`src/rtl/alu_arbiter.sv`:
```
// Round-robin arbiter that time-shares one combinational ALU between N_REQ requesters.
// Define ALU_ARB_FIXED_PRIO_EN to grant the lowest-indexed valid requester instead.
module alu_arbiter #(
  parameter int BITS_SIZE  = 32,
  parameter int BITS_SHAMT = 5,
  parameter int BITS_OP    = 4,
  parameter int ID_BITS    = 1,
  localparam int N_REQ     = 2 ** ID_BITS
) (
  input  logic                          i_clk,
  input  logic                          i_rst_n,
  input  logic [N_REQ-1:0]              i_req_valid,
  output logic [N_REQ-1:0]              o_req_ready,
  input  logic [N_REQ*BITS_SIZE-1:0]    i_req_a,
  input  logic [N_REQ*BITS_SIZE-1:0]    i_req_b,
  input  logic [N_REQ*BITS_SHAMT-1:0]   i_req_shamt,
  input  logic [N_REQ-1:0]              i_req_flag_shamt,
  input  logic [N_REQ*BITS_OP-1:0]      i_req_op,
  output logic [BITS_SIZE-1:0]          o_alu_data_a,
  output logic [BITS_SIZE-1:0]          o_alu_data_b,
  output logic [BITS_SHAMT-1:0]         o_alu_shamt,
  output logic                          o_alu_flag_shamt,
  output logic [BITS_OP-1:0]            o_alu_op,
  input  logic [BITS_SIZE-1:0]          i_alu_result,
  input  logic                          i_alu_zero,
  output logic                          o_rsp_valid,
  input  logic                          i_rsp_ready,
  output logic [ID_BITS-1:0]            o_rsp_id,
  output logic [BITS_SIZE-1:0]          o_rsp_result,
  output logic                          o_rsp_zero,
  output logic                          o_busy
);

  typedef enum logic [1:0] {IDLE, EXEC, RESP} state_t;

  state_t                  state_reg;
  logic [ID_BITS-1:0]      last_grant_reg;
  logic [BITS_SIZE-1:0]    op_a_reg;
  logic [BITS_SIZE-1:0]    op_b_reg;
  logic [BITS_SHAMT-1:0]   op_shamt_reg;
  logic                    op_flag_reg;
  logic [BITS_OP-1:0]      op_code_reg;
  logic                    rsp_valid_reg;
  logic [ID_BITS-1:0]      rsp_id_reg;
  logic [BITS_SIZE-1:0]    rsp_result_reg;
  logic                    rsp_zero_reg;
  logic                    busy_reg;

  logic [BITS_SIZE-1:0]    req_a_arr     [N_REQ];
  logic [BITS_SIZE-1:0]    req_b_arr     [N_REQ];
  logic [BITS_SHAMT-1:0]   req_shamt_arr [N_REQ];
  logic [BITS_OP-1:0]      req_op_arr    [N_REQ];

  logic                    grant_any;
  logic [ID_BITS-1:0]      grant_idx;
  logic [ID_BITS-1:0]      rr_idx;

  generate
    for (genvar gi = 0; gi < N_REQ; gi++) begin : g_unpack
      assign req_a_arr[gi]     = i_req_a[gi*BITS_SIZE +: BITS_SIZE];
      assign req_b_arr[gi]     = i_req_b[gi*BITS_SIZE +: BITS_SIZE];
      assign req_shamt_arr[gi] = i_req_shamt[gi*BITS_SHAMT +: BITS_SHAMT];
      assign req_op_arr[gi]    = i_req_op[gi*BITS_OP +: BITS_OP];
    end
  endgenerate

`ifdef ALU_ARB_FIXED_PRIO_EN
  // Scan downwards so the lowest valid index is the one left standing.
  always_comb begin
    grant_any = 1'b0;
    grant_idx = '0;
    rr_idx    = '0;
    for (int k = N_REQ - 1; k >= 0; k--) begin
      if (i_req_valid[k]) begin
        grant_any = 1'b1;
        grant_idx = ID_BITS'(k);
      end
    end
  end
`else
  // Search starts just after the last winner; ID_BITS-wide addition wraps naturally.
  always_comb begin
    grant_any = 1'b0;
    grant_idx = '0;
    rr_idx    = '0;
    for (int k = 1; k <= N_REQ; k++) begin
      rr_idx = last_grant_reg + ID_BITS'(k);
      if (!grant_any && i_req_valid[rr_idx]) begin
        grant_any = 1'b1;
        grant_idx = rr_idx;
      end
    end
  end
`endif

  // Gated by reset so no requester sees an accept while the block is held in reset.
  assign o_req_ready = (state_reg == IDLE && grant_any && i_rst_n)
                     ? (N_REQ'(1) << grant_idx) : '0;

  always_ff @(posedge i_clk or negedge i_rst_n) begin
    if (!i_rst_n) begin
      state_reg      <= IDLE;
      last_grant_reg <= '1;
      op_a_reg       <= '0;
      op_b_reg       <= '0;
      op_shamt_reg   <= '0;
      op_flag_reg    <= 1'b0;
      op_code_reg    <= '0;
      rsp_valid_reg  <= 1'b0;
      rsp_id_reg     <= '0;
      rsp_result_reg <= '0;
      rsp_zero_reg   <= 1'b0;
      busy_reg       <= 1'b0;
    end else begin
      case (state_reg)
        IDLE: begin
          if (grant_any) begin
            op_a_reg       <= req_a_arr[grant_idx];
            op_b_reg       <= req_b_arr[grant_idx];
            op_shamt_reg   <= req_shamt_arr[grant_idx];
            op_flag_reg    <= i_req_flag_shamt[grant_idx];
            op_code_reg    <= req_op_arr[grant_idx];
            last_grant_reg <= grant_idx;
            rsp_id_reg     <= grant_idx;
            busy_reg       <= 1'b1;
            state_reg      <= EXEC;
          end
        end
        EXEC: begin
          rsp_result_reg <= i_alu_result;
          rsp_zero_reg   <= i_alu_zero;
          rsp_valid_reg  <= 1'b1;
          state_reg      <= RESP;
        end
        RESP: begin
          if (i_rsp_ready) begin
            rsp_valid_reg <= 1'b0;
            busy_reg      <= 1'b0;
            state_reg     <= IDLE;
          end
        end
        default: begin
          rsp_valid_reg <= 1'b0;
          busy_reg      <= 1'b0;
          state_reg     <= IDLE;
        end
      endcase
    end
  end

  assign o_alu_data_a     = op_a_reg;
  assign o_alu_data_b     = op_b_reg;
  assign o_alu_shamt      = op_shamt_reg;
  assign o_alu_flag_shamt = op_flag_reg;
  assign o_alu_op         = op_code_reg;
  assign o_rsp_valid      = rsp_valid_reg;
  assign o_rsp_id         = rsp_id_reg;
  assign o_rsp_result     = rsp_result_reg;
  assign o_rsp_zero       = rsp_zero_reg;
  assign o_busy           = busy_reg;

endmodule
```
`config.mk`:
```
export PLATFORM = sky130hd
export DESIGN_NAME = alu_arbiter
export DESIGN_NICKNAME = d
export VERILOG_FILES = /design/src/rtl/alu_arbiter.sv
export SDC_FILE = /design/constraint.sdc
export NUM_CORES = 1
export LEC_CHECK = 0
export CORE_UTILIZATION = 25
export CTS_CLUSTER_DIAMETER = 200
export CTS_CLUSTER_SIZE = 14
export DETAILED_ROUTE_END_ITERATION = 6
export PLACE_DENSITY_LB_ADDON = 0.08
export SETUP_SLACK_MARGIN = 0.02
export SYNTH_ARGS = -nofsm -noshare
export SYNTH_HDL_FRONTEND = slang
export SYNTH_SLANG_ARGS = --single-unit
export TNS_END_PERCENT = 20
```
`constraint.sdc`:
```
create_clock -name i_clk -period 1.7 [get_ports i_clk]
set_input_delay 0.425 -clock i_clk [delete_from_list [all_inputs] [get_ports i_clk]]
set_output_delay 0.425 -clock i_clk [all_outputs]
set_load 0.01 [all_outputs]
```
Yosys cells after proc, flatten, opt, wreduce, memory -nomap -nowiden
Cells that the tools add are included.
- bitwise gates (word level): 3
- add/sub/neg operators: 1
- multiplexer cells: 30
- shift operators: 1
- equality and inequality tests: 4
- magnitude comparators: 4
- reductions and logical operators: 9
- operators with widths (operator ; number):
    32-bit 2-to-1 mux ; 6
    5-bit 2-to-1 mux ; 3
    1-bit 2-to-1 mux ; 12
    4-bit 2-to-1 mux ; 3
    1-bit by 2-bit less-than comparator with 1-bit output (second input constant) ; 3
    2-bit 2-to-1 mux ; 3
    1-bit case mux with 3 select lines ; 2
    2-bit case mux with 3 select lines ; 1
    2-bit AND reduction ; 3
    2-bit inequality test (second input constant) ; 2
    1-bit logical AND ; 3
    3-bit AND reduction ; 1
    2-bit by 1-bit equality test with 1-bit output (second input constant) ; 1
    2-bit equality test (second input constant) ; 1
    2-bit greater-or-equal comparator (second input constant) ; 1
    2-bit logical NOT ; 1
    1-bit NOT ; 2
    1-bit NOT with 2-bit output ; 1
    1-bit by 1-bit << shifter with 2-bit output (first input constant) ; 1
    1-bit adder (second input constant) ; 1
    1-bit logical NOT ; 1
- logic and storage cells: 64
- bits in registers: 113

Logic depth before layout (Yosys ltp)
- word-level depth: 11
- depth in mapped cells: 6
- gate-level depth less buffers: 3

Least setup slack after synthesis
Ideal clock, no wire load.
- path type: in2out
- from: input port i_req_valid[1]
- to: output port o_req_ready[1]
- stages on the path: 5
- arrival time: 1478 ps
- path slack: -203 ps
- path buffers: 3
- required time: 1275 ps
- cell sequence: a21bo_1 > buf_6 > buf_6 > buf_6 > nor4b_1
- longest elaborated chain between the ends: 9
- elaborated cells between the ends (all ways): 14
- RTL lines (item ; RTL line ; RTL):
    start, declared ; 12 ; input logic [N_REQ-1:0] i_req_valid,
    1-bit 2-to-1 mux (not written as such) (2 in series) ; 88 ; if (!grant_any && i_req_valid[rr_idx]) begin
    1-bit 2-to-1 mux ; 88 ;
    1-bit logical NOT ; 88 ;
    1-bit logical AND ; 88 ;
    1-bit 2-to-1 mux ; 88 ;
    1-bit logical AND (2 in series) ; 97 ; assign o_req_ready = (state_reg == IDLE && grant_any && i_rst_n)
    2-bit 2-to-1 mux (*) ; 98 ; ? (N_REQ'(1) << grant_idx) : '0;
    end, declared ; 13 ; output logic [N_REQ-1:0] o_req_ready,
Mark *: on every way between the ends. The rest lies on a longest branch, timed or not. The select of a mux whose other input is x is not followed.

Worst setup path after layout
- from: register last_grant_reg
- to: output port o_req_ready[1]
- longest elaborated chain between the ends: 10
- elaborated cells between the ends (all ways): 15
- RTL lines (item ; RTL line ; RTL):
    start, declared ; 37 ; logic [ID_BITS-1:0] last_grant_reg;
    start signal, assigned ; 123 ; last_grant_reg <= grant_idx;
    1-bit adder ; 87 ; rr_idx = last_grant_reg + ID_BITS'(k);
    1-bit 2-to-1 mux (not written as such) (2 in series) ; 88 ;
    1-bit 2-to-1 mux ; 88 ;
    1-bit logical NOT ; 88 ;
    1-bit logical AND ; 88 ;
    1-bit 2-to-1 mux ; 88 ;
    1-bit logical AND (2 in series) ; 97 ;
    2-bit 2-to-1 mux (*) ; 98 ;
Marks and branches as above.

==> results.json <==
{
  "status": "finished, violations left",
  "violations": "negative setup slack",
  "pin_count": 298,
  "cts_tree": "built",
  "area_growth_pct": 72.1,
  "wl_per_cell_um": 16.4,
  "timing.fmax_mhz": 538,
  "postSynthAreaPerCell_um2": 16.1,
  "gr-usage-all-layers_pct": 14.2,
  "detail-route-antenna-nets": 0,
  "critPathLaunchType": "flip-flop",
  "multi_input_area_um2": 2380,
  "p_leak_nw": 4.00,
  "skew_ns": 0.00770,
  "seq_area_frac_synth_pct": 53.2,
  "grt_pass1_wl_mm": 23.3,
  "final_cell_area_um2": 9150,
  "report.final.slew_viol_count": 0,
  "htree_levels": 4,
  "required_ns": 1.27,
  "critPathCaptureType": "output pin",
  "die_h_um": 148,
  "clkSinkCount": 113,
  "worst_slack_ns": -0.160,
  "ctsRootBufferMaster": "clkbuf_16",
  "start_util_pct": 25.9,
  "final_nets": 827,
  "drv_cap": 0,
  "grt_pass1_vias": 4194,
  "slew-limit-headroom_pct": 27.3,
  "cpPeakStageDelay_ns": 0.37,
  "vias_per_cell": 4.18,
  "hold_slack_ns": 0.0655,
  "clkTransAtPathRegs_ns": 0.06,
  "synth_seq_cells": 113,
  "rr_endpoint": "o_alu_data_a[12]$_DFFE_PN0P_",
  "cellPowerDensity_nw_per_um2": 1660,
  "mostFrequentLayoutCell": "clkdlybuf4s50_1",
  "drive_above_1_share_pct": 36.9,
  "crit_slowest_cell": "dfstp_2",
  "placed_cell_area_um2": 8670,
  "r2r_start": "last_grant_reg$_DFFE_PN1P_",
  "ff_latch_area_um2": 2830,
  "num_rows": 52,
  "synthesis.nets": 517,
  "worstSetupPathType": "reg -> out",
  "drc": 0,
  "hold_viol_final": 0,
  "dp_slack_ns": -0.784,
  "gp_congestion": 0.716,
  "arrival_ns": 1.43,
  "rsz0062_at_grt": "yes",
  "gr-total-overflow": 0,
  "clock_path_buffers": 2,
  "layout_common_cells": "182 x clkdlybuf4s50_1, 127 x mux2_2, 112 x dlygate4sd2_1",
  "hold_path_class": "in -> async",
  "via_count": 3867,
  "ys_types": 20,
  "synthCells": 331,
  "min_period_ns": 1.86,
  "period_share_pct": 109,
  "yosysWarnings": 0,
  "r2r_slack_ns": -0.14,
  "post_cts_buffers": 0,
  "port_buffers": 297,
  "chipWidth_um": 148,
  "crit_fanout": 4,
  "hpwl_mm": 11.3,
  "antenna_found_initial": 1,
  "die_area_um2": 21800,
  "total_power_mw": 15.1,
  "setup_viol": 76,
  "finalWirelength_mm": 15.2,
  "ff2ff_path_depth": 4,
  "worstMarginPinSlew_ns": 1.09,
  "final_util_pct": 44.5,
  "crit_path_cell_trace": "a21bo_4 -> nor4b_4 -> buf_4",
  "n_fill_cell": 1931,
  "ir_drop_mv": 0.756,
  "clk_latency_ns": 0.41,
  "core_um2": 20600,
  "cts_buffers": 17,
  "dr.pass1.iters": 3,
  "synthesis.area_um2": 5320,
  "grt_max_degree": 85,
  "drt_iter0_drc": 93
}
==> through the flow <==
| stage | TNS (ns) | cells |
|---|---|---|
| 2_1_floorplan | -0.0223 | 331 |
| 3_3_place_gp | -50.67 | 892 |
| 3_5_place_dp | -53.36 | 892 |
| 4_1_cts | -9.20 | 924 |
| 5_1_grt | -11.86 | 924 |
| 6_report | -7.37 | 925 |
==> timing repair <==
action	in CTS	in global routing
gates resized for setup	128	2
hold buffers	0	0
gates cloned	0	0
setup endpoints to repair	187	76
pin swaps	1	0
==> routing by layer <==
metal	share of wire [%]	vias to the layer above	track usage, %	routed length (um)
met3	11	17	6.42	1630
met5	0	-	0	0
met2	48	186	23.7	7290
met4	1.5	0	5.21	231
met1	40	1842	15.8	6030
li1	-	1822	-	-
==> worst max-delay path by stage <==
stage | startpoint | slack, ns | to | depth (start not counted)
after floorplan | i_req_valid[1] | -0.02 | o_req_ready[1] | 5
after global placement | i_req_valid[1] | -0.79 | o_req_ready[1] | 4
after detailed placement | i_req_valid[1] | -0.78 | o_req_ready[1] | 4
after CTS | last_grant_reg$_DFFE_PN1P_ | -0.19 | o_req_ready[1] | 3
after global routing | last_grant_reg$_DFFE_PN1P_ | -0.22 | o_req_ready[1] | 3
final | last_grant_reg$_DFFE_PN1P_ | -0.16 | o_req_ready[1] | 3
==> power breakdown <==
group | switching [mW] | total, mW | internal [mW]
sequential | 0.661 | 4.77 | 4.11
combinational | 2.77 | 6.85 | 4.08
clock | 1.36 | 3.53 | 2.17
total | 4.79 | 15.1 | 10.4
==> cells by family (layout without fill, tap and decap cells) <==
| group | Yosys count | in the layout | share of synthesized area (%) |
|---|---|---|---|
| AO/OA/AOI/OAI | 9 | 9 | 1.22 |
| flip-flops | 113 | 113 | 53.2 |
| other | 0 | 1 | 0 |
| buffers and inverters | 23 | 346 | 2.85 |
| multiplexers | 181 | 181 | 42.2 |
| AND/OR/NAND/NOR | 5 | 5 | 0.542 |
==> critical path: cells and delay by family (launching register included) <==
| family | cells | cell delay [ns] |
|---|---|---|
| buffers and inverters | 1 | 0.18 |
| AO/OA/AOI/OAI | 1 | 0.23 |
| AND/OR/NAND/NOR | 1 | 0.24 |
| flip-flops | 1 | 0.37 |
==> layout make-up <==
cell class	count	area share, %
Antenna cell	1	0.0274
Timing Repair Buffer	313	32.8
Clock buffer	17	4.65
Inverter	1	0.0410
Sequential cell	113	31.0
Tap cell	270	3.69
Clock inverter	15	1.76
Multi-Input combinational cell	195	26.1
==> synthesized netlist by cell type, drive strengths merged <==
master | n | area share (%)
o21a | 2 | 0.28
dfrtp | 112 | 53
a21oi | 1 | 0.094
nor2 | 2 | 0.14
nor2b | 1 | 0.12
o21ai | 1 | 0.094
inv | 1 | 0.071
dfstp | 1 | 0.49
a21bo | 1 | 0.19
o32ai | 1 | 0.16
buf | 21 | 2.7
a31oi | 1 | 0.12
mux2 | 181 | 42
and3 | 1 | 0.12
a21o | 2 | 0.28
clkbuf | 1 | 0.071
nor4b | 1 | 0.16
No activity file was read; power rests on OpenSTA's default activity.
